$ cat config.mk
export PLATFORM = sky130hd
export DESIGN_NAME = branch_resolve_unit
export DESIGN_NICKNAME = d
export VERILOG_FILES = /design/src/rtl/drac_pkg.sv /design/src/rtl/bp_update_fifo.sv /design/src/rtl/branch_resolve_unit.sv
export SDC_FILE = /design/constraint.sdc
export NUM_CORES = 2
export LEC_CHECK = 0
export ABC_AREA = 0
export CAP_MARGIN = 10
export CORE_UTILIZATION = 35
export DETAILED_ROUTE_END_ITERATION = 16
export GPL_ROUTABILITY_DRIVEN = 0
export PLACE_DENSITY = 0.6
export SYNTH_ARGS = -nofsm -noshare
export SYNTH_HDL_FRONTEND = slang
export SYNTH_SLANG_ARGS = --single-unit
$ cat constraint.sdc
create_clock -name clk_i -period 7.2 [get_ports clk_i]
set_clock_uncertainty 0.1 [all_clocks]
set_input_delay 1.8 -clock clk_i [delete_from_list [all_inputs] [get_ports clk_i]]
set_output_delay 1.8 -clock clk_i [all_outputs]
set_load 0.05 [all_outputs]
$ cat src/rtl/drac_pkg.sv
// Shared types for the execute-stage branch resolution slice.
//   - exe_wb_scalar_instr_t : branch unit output consumed by branch_resolve_unit
//   - bp_update_t           : predictor training record {pc, target, taken, is_cond}
//   - resolve_state_t       : redirect FSM states
//   - branch_redirect_t     : latched redirect payload {pc, chkp, gl_index}
package drac_pkg;

  typedef logic [1:0] checkpoint_ptr;
  typedef logic [5:0] gl_index_t;

  typedef enum logic [3:0] {
    INSTR_OTHER,
    BEQ,
    BNE,
    BLT,
    BGE,
    BLTU,
    BGEU,
    JAL,
    JALR
  } instr_type_t;

  typedef enum logic {
    PRED_NOT_TAKEN,
    PRED_TAKEN
  } branch_pred_decision_t;

  typedef struct packed {
    branch_pred_decision_t decision;
    logic [63:0]           pred_addr;
  } bpred_t;

  typedef struct packed {
    logic [3:0]  cause;
    logic [63:0] origin;
    logic        valid;
  } exception_t;

  typedef struct packed {
    logic          valid;
    logic [63:0]   pc;
    bpred_t        bpred;
    logic          branch_taken;
    logic [63:0]   result_pc;
    instr_type_t   instr_type;
    checkpoint_ptr chkp;
    gl_index_t     gl_index;
    exception_t    ex;
  } exe_wb_scalar_instr_t;

  typedef struct packed {
    logic [63:0] pc;
    logic [63:0] target;
    logic        taken;
    logic        is_cond;
  } bp_update_t;

  typedef enum logic [1:0] {
    IDLE,
    REDIRECT,
    FLUSH
  } resolve_state_t;

  typedef struct packed {
    logic [63:0]   pc;
    checkpoint_ptr chkp;
    gl_index_t     gl_index;
  } branch_redirect_t;

  // Conditional branches only; jumps train the BTB but not the direction predictor.
  function automatic logic is_cond_branch(instr_type_t t);
    return (t == BEQ) || (t == BNE) || (t == BLT) ||
           (t == BGE) || (t == BLTU) || (t == BGEU);
  endfunction

endpackage

$ cat src/rtl/bp_update_fifo.sv
// Synchronous FIFO for predictor-update records with a saturating drop counter.
//   push_i/data_i   : write request; dropped (and counted) when full and not popping
//   valid_o/ready_i : read handshake, data_o is the head entry
//   full_o/empty_o  : occupancy flags
//   drop_cnt_o      : number of dropped pushes, saturates at all-ones
// Registered storage only: a push becomes visible on valid_o the cycle after.
module bp_update_fifo
  import drac_pkg::*;
#(
  parameter int DEPTH = 4,
  parameter int CNT_W = 16
) (
  input  logic             clk_i,
  input  logic             rst_i,
  input  logic             push_i,
  input  bp_update_t       data_i,
  output logic             valid_o,
  input  logic             ready_i,
  output bp_update_t       data_o,
  output logic             full_o,
  output logic             empty_o,
  output logic [CNT_W-1:0] drop_cnt_o
);

  localparam int AW = $clog2(DEPTH);
  localparam logic [AW:0] PTR_ONE = 1;
  localparam logic [CNT_W-1:0] CNT_ONE = 1;

  bp_update_t       mem_q [DEPTH];
  bp_update_t       mem_d [DEPTH];
  logic [AW:0]      wr_ptr_q, wr_ptr_d;
  logic [AW:0]      rd_ptr_q, rd_ptr_d;
  logic [CNT_W-1:0] drop_cnt_q, drop_cnt_d;
  logic             pop;
  logic             do_push;

  // Extra pointer MSB distinguishes full from empty when the indices match.
  assign empty_o = (wr_ptr_q == rd_ptr_q);
  assign full_o  = (wr_ptr_q[AW] != rd_ptr_q[AW]) &&
                   (wr_ptr_q[AW-1:0] == rd_ptr_q[AW-1:0]);
  assign valid_o = ~empty_o;
  assign data_o  = mem_q[rd_ptr_q[AW-1:0]];
  assign drop_cnt_o = drop_cnt_q;

  assign pop     = valid_o & ready_i;
  // A pop in the same cycle frees the slot, so a full FIFO still accepts.
  assign do_push = push_i & (~full_o | pop);

  always_comb begin
    mem_d      = mem_q;
    wr_ptr_d   = wr_ptr_q;
    rd_ptr_d   = rd_ptr_q;
    drop_cnt_d = drop_cnt_q;
    if (do_push) begin
      mem_d[wr_ptr_q[AW-1:0]] = data_i;
      wr_ptr_d = wr_ptr_q + PTR_ONE;
    end
    if (pop) begin
      rd_ptr_d = rd_ptr_q + PTR_ONE;
    end
    if (push_i && !do_push && (drop_cnt_q != '1)) begin
      drop_cnt_d = drop_cnt_q + CNT_ONE;
    end
  end

  always_ff @(posedge clk_i) begin
    if (rst_i) begin
      wr_ptr_q   <= '0;
      rd_ptr_q   <= '0;
      drop_cnt_q <= '0;
      for (int i = 0; i < DEPTH; i++) mem_q[i] <= '0;
    end else begin
      wr_ptr_q   <= wr_ptr_d;
      rd_ptr_q   <= rd_ptr_d;
      drop_cnt_q <= drop_cnt_d;
      mem_q      <= mem_d;
    end
  end

endmodule

$ cat src/rtl/branch_resolve_unit.sv
// Branch resolution: compares the resolved next PC against the front-end
// prediction, drives a held redirect to fetch and checkpoint recovery to rename
// on a mispredict, and queues a predictor-training record for every resolved,
// exception-free control-flow instruction.
//   instr_i              : branch unit output (sampled only in IDLE)
//   kill_i               : older flush, cancels any pending redirect
//   redirect_*           : valid/ready redirect request with payload
//   recover_*            : checkpoint and graduation-list index to restore
//   mispredict_o         : one-cycle pulse per mispredict
//   stall_o              : upstream holds its instruction (REDIRECT, FLUSH)
//   flush_younger_o      : one cycle after the redirect handshake
//   upd_*                : predictor-update stream and drop counter
//   debug_state_o        : current FSM state
// Handshake: a transfer happens on a rising edge where valid and ready are both
// high; valid never drops and payload never changes while waiting for ready,
// except when kill_i or rst_i abandons the request.
module branch_resolve_unit
  import drac_pkg::*;
#(
  parameter int UPD_FIFO_DEPTH = 4,
  parameter int DROP_CNT_W     = 16
) (
  input  logic                  clk_i,
  input  logic                  rst_i,
  input  exe_wb_scalar_instr_t  instr_i,
  input  logic                  kill_i,
  input  logic                  redirect_ready_i,
  output logic                  redirect_valid_o,
  output logic [63:0]           redirect_pc_o,
  output checkpoint_ptr         recover_chkp_o,
  output gl_index_t             recover_gl_index_o,
  output logic                  mispredict_o,
  output logic                  stall_o,
  output logic                  flush_younger_o,
  output logic                  upd_valid_o,
  input  logic                  upd_ready_i,
  output bp_update_t            upd_o,
  output logic [DROP_CNT_W-1:0] upd_drop_cnt_o,
  output resolve_state_t        debug_state_o
);

  resolve_state_t   state_q, state_d;
  branch_redirect_t redir_q, redir_d;
  logic             mispredict_q, mispredict_d;

  logic        qualify;
  logic [63:0] pc_plus4;
  logic [63:0] actual_npc;
  logic [63:0] pred_npc;
  logic        push;
  bp_update_t  upd_rec;
  logic        fifo_full;
  logic        fifo_empty;

  always_comb begin
    state_d      = state_q;
    redir_d      = redir_q;
    mispredict_d = 1'b0;
    push         = 1'b0;
    qualify      = instr_i.valid & ~instr_i.ex.valid & ~kill_i;
    // Wraps modulo 2^64, matching the fetch adder.
    pc_plus4     = instr_i.pc + 64'd4;
    actual_npc   = instr_i.branch_taken ? instr_i.result_pc : pc_plus4;
    pred_npc     = (instr_i.bpred.decision == PRED_TAKEN) ? instr_i.bpred.pred_addr : pc_plus4;
    upd_rec.pc      = instr_i.pc;
    upd_rec.target  = instr_i.result_pc;
    upd_rec.taken   = instr_i.branch_taken;
    upd_rec.is_cond = is_cond_branch(instr_i.instr_type);

    case (state_q)
      IDLE: begin
        push = qualify;
        if (qualify && (actual_npc != pred_npc)) begin
          state_d          = REDIRECT;
          redir_d.pc       = actual_npc;
          redir_d.chkp     = instr_i.chkp;
          redir_d.gl_index = instr_i.gl_index;
          mispredict_d     = 1'b1;
        end
      end
      REDIRECT: begin
        // kill_i wins over a same-cycle handshake: the redirect is wrong-path.
        if (kill_i) begin
          state_d = IDLE;
        end else if (redirect_ready_i) begin
          state_d = FLUSH;
        end
      end
      FLUSH: begin
        state_d = IDLE;
      end
      default: begin
        state_d = IDLE;
      end
    endcase
  end

  always_ff @(posedge clk_i) begin
    if (rst_i) begin
      state_q      <= IDLE;
      redir_q      <= '0;
      mispredict_q <= 1'b0;
    end else begin
      state_q      <= state_d;
      redir_q      <= redir_d;
      mispredict_q <= mispredict_d;
    end
  end

  assign redirect_valid_o   = (state_q == REDIRECT);
  assign redirect_pc_o      = redir_q.pc;
  assign recover_chkp_o     = redir_q.chkp;
  assign recover_gl_index_o = redir_q.gl_index;
  assign mispredict_o       = mispredict_q;
  assign stall_o            = (state_q != IDLE);
  assign flush_younger_o    = (state_q == FLUSH);
  assign debug_state_o      = state_q;

  bp_update_fifo #(
    .DEPTH (UPD_FIFO_DEPTH),
    .CNT_W (DROP_CNT_W)
  ) u_upd_fifo (
    .clk_i      (clk_i),
    .rst_i      (rst_i),
    .push_i     (push),
    .data_i     (upd_rec),
    .valid_o    (upd_valid_o),
    .ready_i    (upd_ready_i),
    .data_o     (upd_o),
    .full_o     (fifo_full),
    .empty_o    (fifo_empty),
    .drop_cnt_o (upd_drop_cnt_o)
  );

  // Flags are kept for visibility on the sub-module boundary; only the
  // handshake is consumed here.
  logic unused_flags;
  assign unused_flags = fifo_full ^ fifo_empty;

endmodule
# --- Word level (Yosys, flattened, before mapping) ---
# Cells that the tools add are included.
word_totals:
  in_bits: 281
  elab_cells: 88
  register_bits: 617
  out_inout_bits: 225
op_classes:
  reduce_logical: 16
  addsub: 4
  muxes: 14
  n_eq_ne: 15
  n_lt_le_gt_ge: 3
  n_bitwise: 12
ops:
  columns: ["operator", "n"]
  rows:
  - ["520-bit bitwise mux", 1]
  - ["130-bit two-way mux", 3]
  - ["130-bit binary-select mux with 2-bit select", 1]
  - ["130-bit demux with 2-bit select", 1]
  - ["64-bit two-way mux", 2]
  - ["64-bit by 3-bit adder with 64-bit output, second input constant", 1]
  - ["64-bit != test", 1]
  - ["16-bit by 1-bit adder with 16-bit output, second input constant", 1]
  - ["16-bit != test, second input constant", 1]
  - ["4-bit by 3-bit == test with 1-bit output, second input constant", 3]
  - ["4-bit by 2-bit == test with 1-bit output, second input constant", 2]
  - ["3-bit by 1-bit adder with 3-bit output, second input constant", 2]
  - ["3-bit >= comparator, second input constant", 2]
  - ["2-bit two-way mux", 3]
  - ["2-bit NOT with 3-bit output", 2]
  - ["1-bit logical AND", 5]
  - ["1-bit logical OR", 5]
  - ["1-bit NOT", 5]
  - ["1-bit bitwise AND", 4]
  - ["4-bit by 1-bit == test with 1-bit output, second input constant", 1]
  - ["2-bit case mux with 2 select lines", 1]
  - ["2-bit AND reduction", 2]
  - ["3-bit == test", 1]
  - ["3-bit by 1-bit less-than comparator with 1-bit output, second input constant", 1]
  - ["other kinds (12)", 13]

# --- Longest topological paths before layout ---
logic_depth:
  depth_word: 8
  ltp_mapped: 16
  mapped_depth_nobuf: 12

# --- Hierarchy ---
# A second synthesis with hierarchy kept.
hier_totals:
  cells_unflattened: 4007
  area_unflattened_um2: 32013.2
by_module_without_submodules:
  columns: ["module", "instances", "seq_area_each_um2", "cells_each", "area_each_um2"]
  rows:
  - ["bp_update_fifo", 1, 10850.4, 2569, 22133.7]
  - ["branch_resolve_unit", 1, 1501.4, 1438, 9879.5]

# --- Least setup slack after synthesis ---
# Ideal clock, no wire load.
synth_timing:
  kind: "input -> register"
  from: "in instr_i[237] (netlist bit)"
  to: "reg redir_q, in the netlist redirect_pc_o[43]"
  arrival_ns: 5.228
  required_time_ns: 6.977
  path_buffers: 3
  setup_ns: 0.123
  path_stages: 14
  slack_ns: 1.750
  cell_sequence: "buf_2 and4_1 nand4_1 nor4_1 xnor3_1 o21ai_0 a2111o_1 o221a_1 a2111o_1 or3_1 buf_2 clkbuf_1 nand2_1 nand3_1"
synth_between:
  elab_chain_len: 5
  word_cells_on_any_way: 6
  classes_between: "add/sub: 1; eq/ne: 1; mux: 2; reduce/logical: 2"
synth_rtl:
  columns: ["element", "line_no", "text"]
  rows:
  - ["from (decl)", "branch_resolve_unit.sv:25", "input exe_wb_scalar_instr_t instr_i,"]
  - ["64-bit by 3-bit adder with 64-bit output *", "branch_resolve_unit.sv:62", "pc_plus4 = instr_i.pc + 64'd4;"]
  - ["64-bit two-way mux, on equally long branches", "branch_resolve_unit.sv:63, branch_resolve_unit.sv:64", null]
  - ["64-bit != test", "branch_resolve_unit.sv:73", "if (qualify && (actual_npc != pred_npc)) begin"]
  - ["1-bit logical AND", "branch_resolve_unit.sv:73", null]
  - ["2-bit AND reduction (no line)", null, null]
  - ["to (signal assigned)", "branch_resolve_unit.sv:105", "redir_q <= redir_d;"]
  - ["to (decl)", "branch_resolve_unit.sv:43", "branch_redirect_t redir_q, redir_d;"]
# Mark *: on every way between the ends. The rest lies on a longest branch, timed or not.
# A chain may end at the register's enable or synchronous reset.

# --- Worst setup path after layout ---
layout_timing:
  from: "in instr_i[214] (netlist bit)"
  to: "reg redir_q, in the netlist redirect_pc_o[56]"
# Same word-level chain as after synthesis.

==> impl_metrics.toml <==
[timing]
grt_setup_unrepaired = "false"
hold_viol_final = 0
setup_viol = 0
drv_slew = 0
worstMarginPinSlew_ns = 1.275
fmax_mhz = 158.9
finalSetupTns_ns = 0
fin_crit_sh_pct = 87.39
fin_crit_ns = 6.292
maxSlewHeadroom_pct = 14.97
holdWs_ns = 0.3497

[power]
p_int_mw = 6.231
switchingPower_mw = 2.430
leakagePower_nw = 13.34
power_frac_seq_pct = 40.7
pwr-share-clk_pct = 44.0
p_per_area_nw_per_um2 = 213.5
switching_share_pct = 28.06
p_comb_share_pct = 15.3
peakVddDrop_mv = 0.1539

[critical_path]
worstSetupPathType = "in -> reg"
cp_max_fo = 48
cpMostUsedCell = "a2111o_1"
reg2reg_slack_ns = 2.93
cp-start-kind = "primary input"
cp.arrival_ns = 6.67
slowest_delay_ns = 0.67
cp_cell_sequence = "clkdlybuf4s50_1 -> ha_1 -> and3_1 -> nand3_2 -> nor4_1 -> xnor3_1 -> o21ai_0 -> a2111o_1 -> o221a_1 -> a2111o_1 -> or3_2 -> buf_12 -> o211ai_1 -> o31ai_1"
required_ns = 7.58
worstSetupEndpointType = "register"
slowest_stage = "clkdlybuf4s50_1"

[global_routing]
grt_pass1_vias = 28681
antenna_found_initial = 31
grt_usage_pct = 27.60
grt-ovfl-total = 0
grt_max_degree = 222
grt_pass1_wl_um = 194200

[clock_network]
cts.clk_slew.worst_paths_ns = 0.06
cts_tree = "done"
cts_buffers = 74
cts_sinks = 617
cts_root_buf = "clkbuf_16"
post_cts.repair.setup_buffers = 0
cts_resized = 0
insertion_delay_ns = 0.63
ctsHoldBuffers = 0
htree_levels = 3
clockBufferDepth = 3

[floorplan]
die-area_um2 = 93970
pin_count = 506
initial_utilization_pct = 35.36
coreArea_um2 = 91800
die_h_um = 306.5
rows = 111
die-width_um = 306.5

[route]
met2_length_um = 60170
drc_errors = 0
vias_per_cell = 5.588
drt-met1-wl_um = 55410
antenna_left = 0
wl_per_cell_um = 23.84
vias = 31516
highest_layer = "met5"
drt-total-wl_um = 134500
drt-initial-drc-count = 4002
wl_met3_um = 12950
drt-pass1-iter-count = 6

[final_layout]
syn_to_final_growth_pct = 25.00
regArea_um2 = 12360
multi_input_area_um2 = 18370
nNetsFinal = 4616
drive_above_1_share_pct = 10.84
fillers = 8954
postLayoutCellArea_um2 = 40580

[synth]
synthSimpleGateAreaFrac_pct = 24.32
synth_nets = 4373
synth_edf_count = 0
synth_fa_ha_area_share_pct = 0.2698
synth_area_leader_cell = "dfxtp_1"
ys_top_cells_by_area = "dfxtp_1 38%, nand2_1 14%, mux4_2 9.0%"
syn_area_um2 = 32460
synthMuxAreaShare_pct = 9.621
async_flop_share_pct = 0
ys_types = 91
yosys_warnings = 0
syn_area_per_cell_um2 = 7.946
synth_top_family_by_area = "simple AND/OR/NAND/NOR gates"
synth_seq_cells = 617
synth-main-ff-cell = "dfxtp_1"
synth_top_area_share_pct = 38.05
synthCells = 4085
synth_xor_area_share_pct = 6.614
yosysSeqAreaShare_pct = 38.05
synth_compound_area_share_pct = 15.55

[status]
outcome = "finished clean"

[place]
port_buffers = 437
place_area_um2 = 38080
hpwlAfterDp_um = 93200

[worst_hold_path]
worstHoldPathType = "reg -> reg"

[flow_run]
maxCapViolCount = 0
==> metrics by stage <==
stage	util (%)	instances	setup slack [ns]	power [mW]
5_1_grt	44.19	5637	0.8596	8.922
4_1_cts	44.16	5625	1.089	8.703
6_report	44.20	5640	0.9078	8.661
2_1_floorplan	-	4085	1.750	4.357
3_5_place_dp	41.48	5495	0.4470	4.897
3_3_place_gp	41.48	5495	0.5096	4.895
==> layer usage <==
metal,vias to the layer above,GRT usage (%)
met2,1589,42.11
li1,14519,-
met1,15087,37.08
met4,34,12.38
met3,287,6.272
met5,-,0
==> synth_stat cells, types with 40 or more instances <==
| cell | number |
|---|---|
| a21oi_1 | 581 |
| buf_1 | 42 |
| buf_2 | 40 |
| clkbuf_1 | 316 |
| dfxtp_1 | 617 |
| mux4_2 | 130 |
| nand2_1 | 1202 |
| nand3_1 | 138 |
| nand4_1 | 59 |
| nor2_1 | 140 |
| nor2b_1 | 60 |
| xnor2_1 | 118 |
| xor2_1 | 89 |
==> cells in the final DEF (no fill, tap or decap), drive strengths merged, types with 43 or more instances in the layout <==
cell	synthesis	final
dfxtp	617	617
nor2b	60	60
a21oi	581	581
buf	93	142
xor2	89	89
clkdlybuf4s50	0	435
nand4	60	60
nand3	143	143
nor2	141	141
a22oi	49	49
inv	40	43
mux4	130	130
nand2	1202	1202
clkbuf	317	104
xnor2	119	119
==> worst paths after layout <==
kind,from,end,cells after the start
worst max register to register,u_upd_fifo.rd_ptr_q[0],u_upd_fifo.mem_q[376],9
worst min-delay path,u_upd_fifo.mem_q[39],u_upd_fifo.mem_q[39],2
worst min register to register,u_upd_fifo.mem_q[39],u_upd_fifo.mem_q[39],2
worst max-delay path,instr_i[214],redirect_pc_o[56],14
==> critical path, delay by kind of cell <==
kind / cells / cell delay (ns)
AO/OA/AOI/OAI: 6 / 1.68
AND/OR/NAND/NOR: 4 / 1.73
XOR/XNOR: 1 / 0.24
buffers and inverters: 2 / 0.86
adder cells (fa/ha/maj): 1 / 0.28
==> power by group through the flow <==
stage                     combinational [mW]  clock, mW  sequential (mW)
after global routing                    1.37       4.02             3.53
final                                   1.32       3.82             3.52
after global placement                  1.30          0             3.60
after floorplan                        0.703          0             3.65
after detailed placement                1.30          0             3.60
after CTS                               1.30       3.87             3.52
==> cells by family (layout without fill, tap and decap cells) <==
kind of cell    Yosys count  in the layout
mux                     149            149
compound gates          836            836
buf+inv                 451            748
flops                   617            617
simple gates           1803           1803
fa+ha+maj                 7              7
xor+xnor                222            222
other cells               0             15
==> final cells by class <==
cell class | count | share of cell area [%]
Tap cell | 1243 | 3.833
Timing Repair Buffer | 577 | 13.90
Antenna cell | 15 | 0.09251
Inverter | 41 | 0.3793
Clock inverter | 26 | 0.8418
Multi-Input combinational cell | 3017 | 45.28
Sequential cell | 617 | 30.46
Clock buffer | 104 | 5.214
==> registers in the layout, indices dropped and copies added (netlist names) <==
register,count
redirect_pc_o,64
u_upd_fifo.wr_ptr_q,3
u_upd_fifo.mem_q,520
u_upd_fifo.rd_ptr_q,3
recover_chkp_o,2
debug_state_o,2
mispredict_o,1
u_upd_fifo.drop_cnt_o,16
recover_gl_index_o,6
Note: power is estimated with default switching activity, not from simulation.
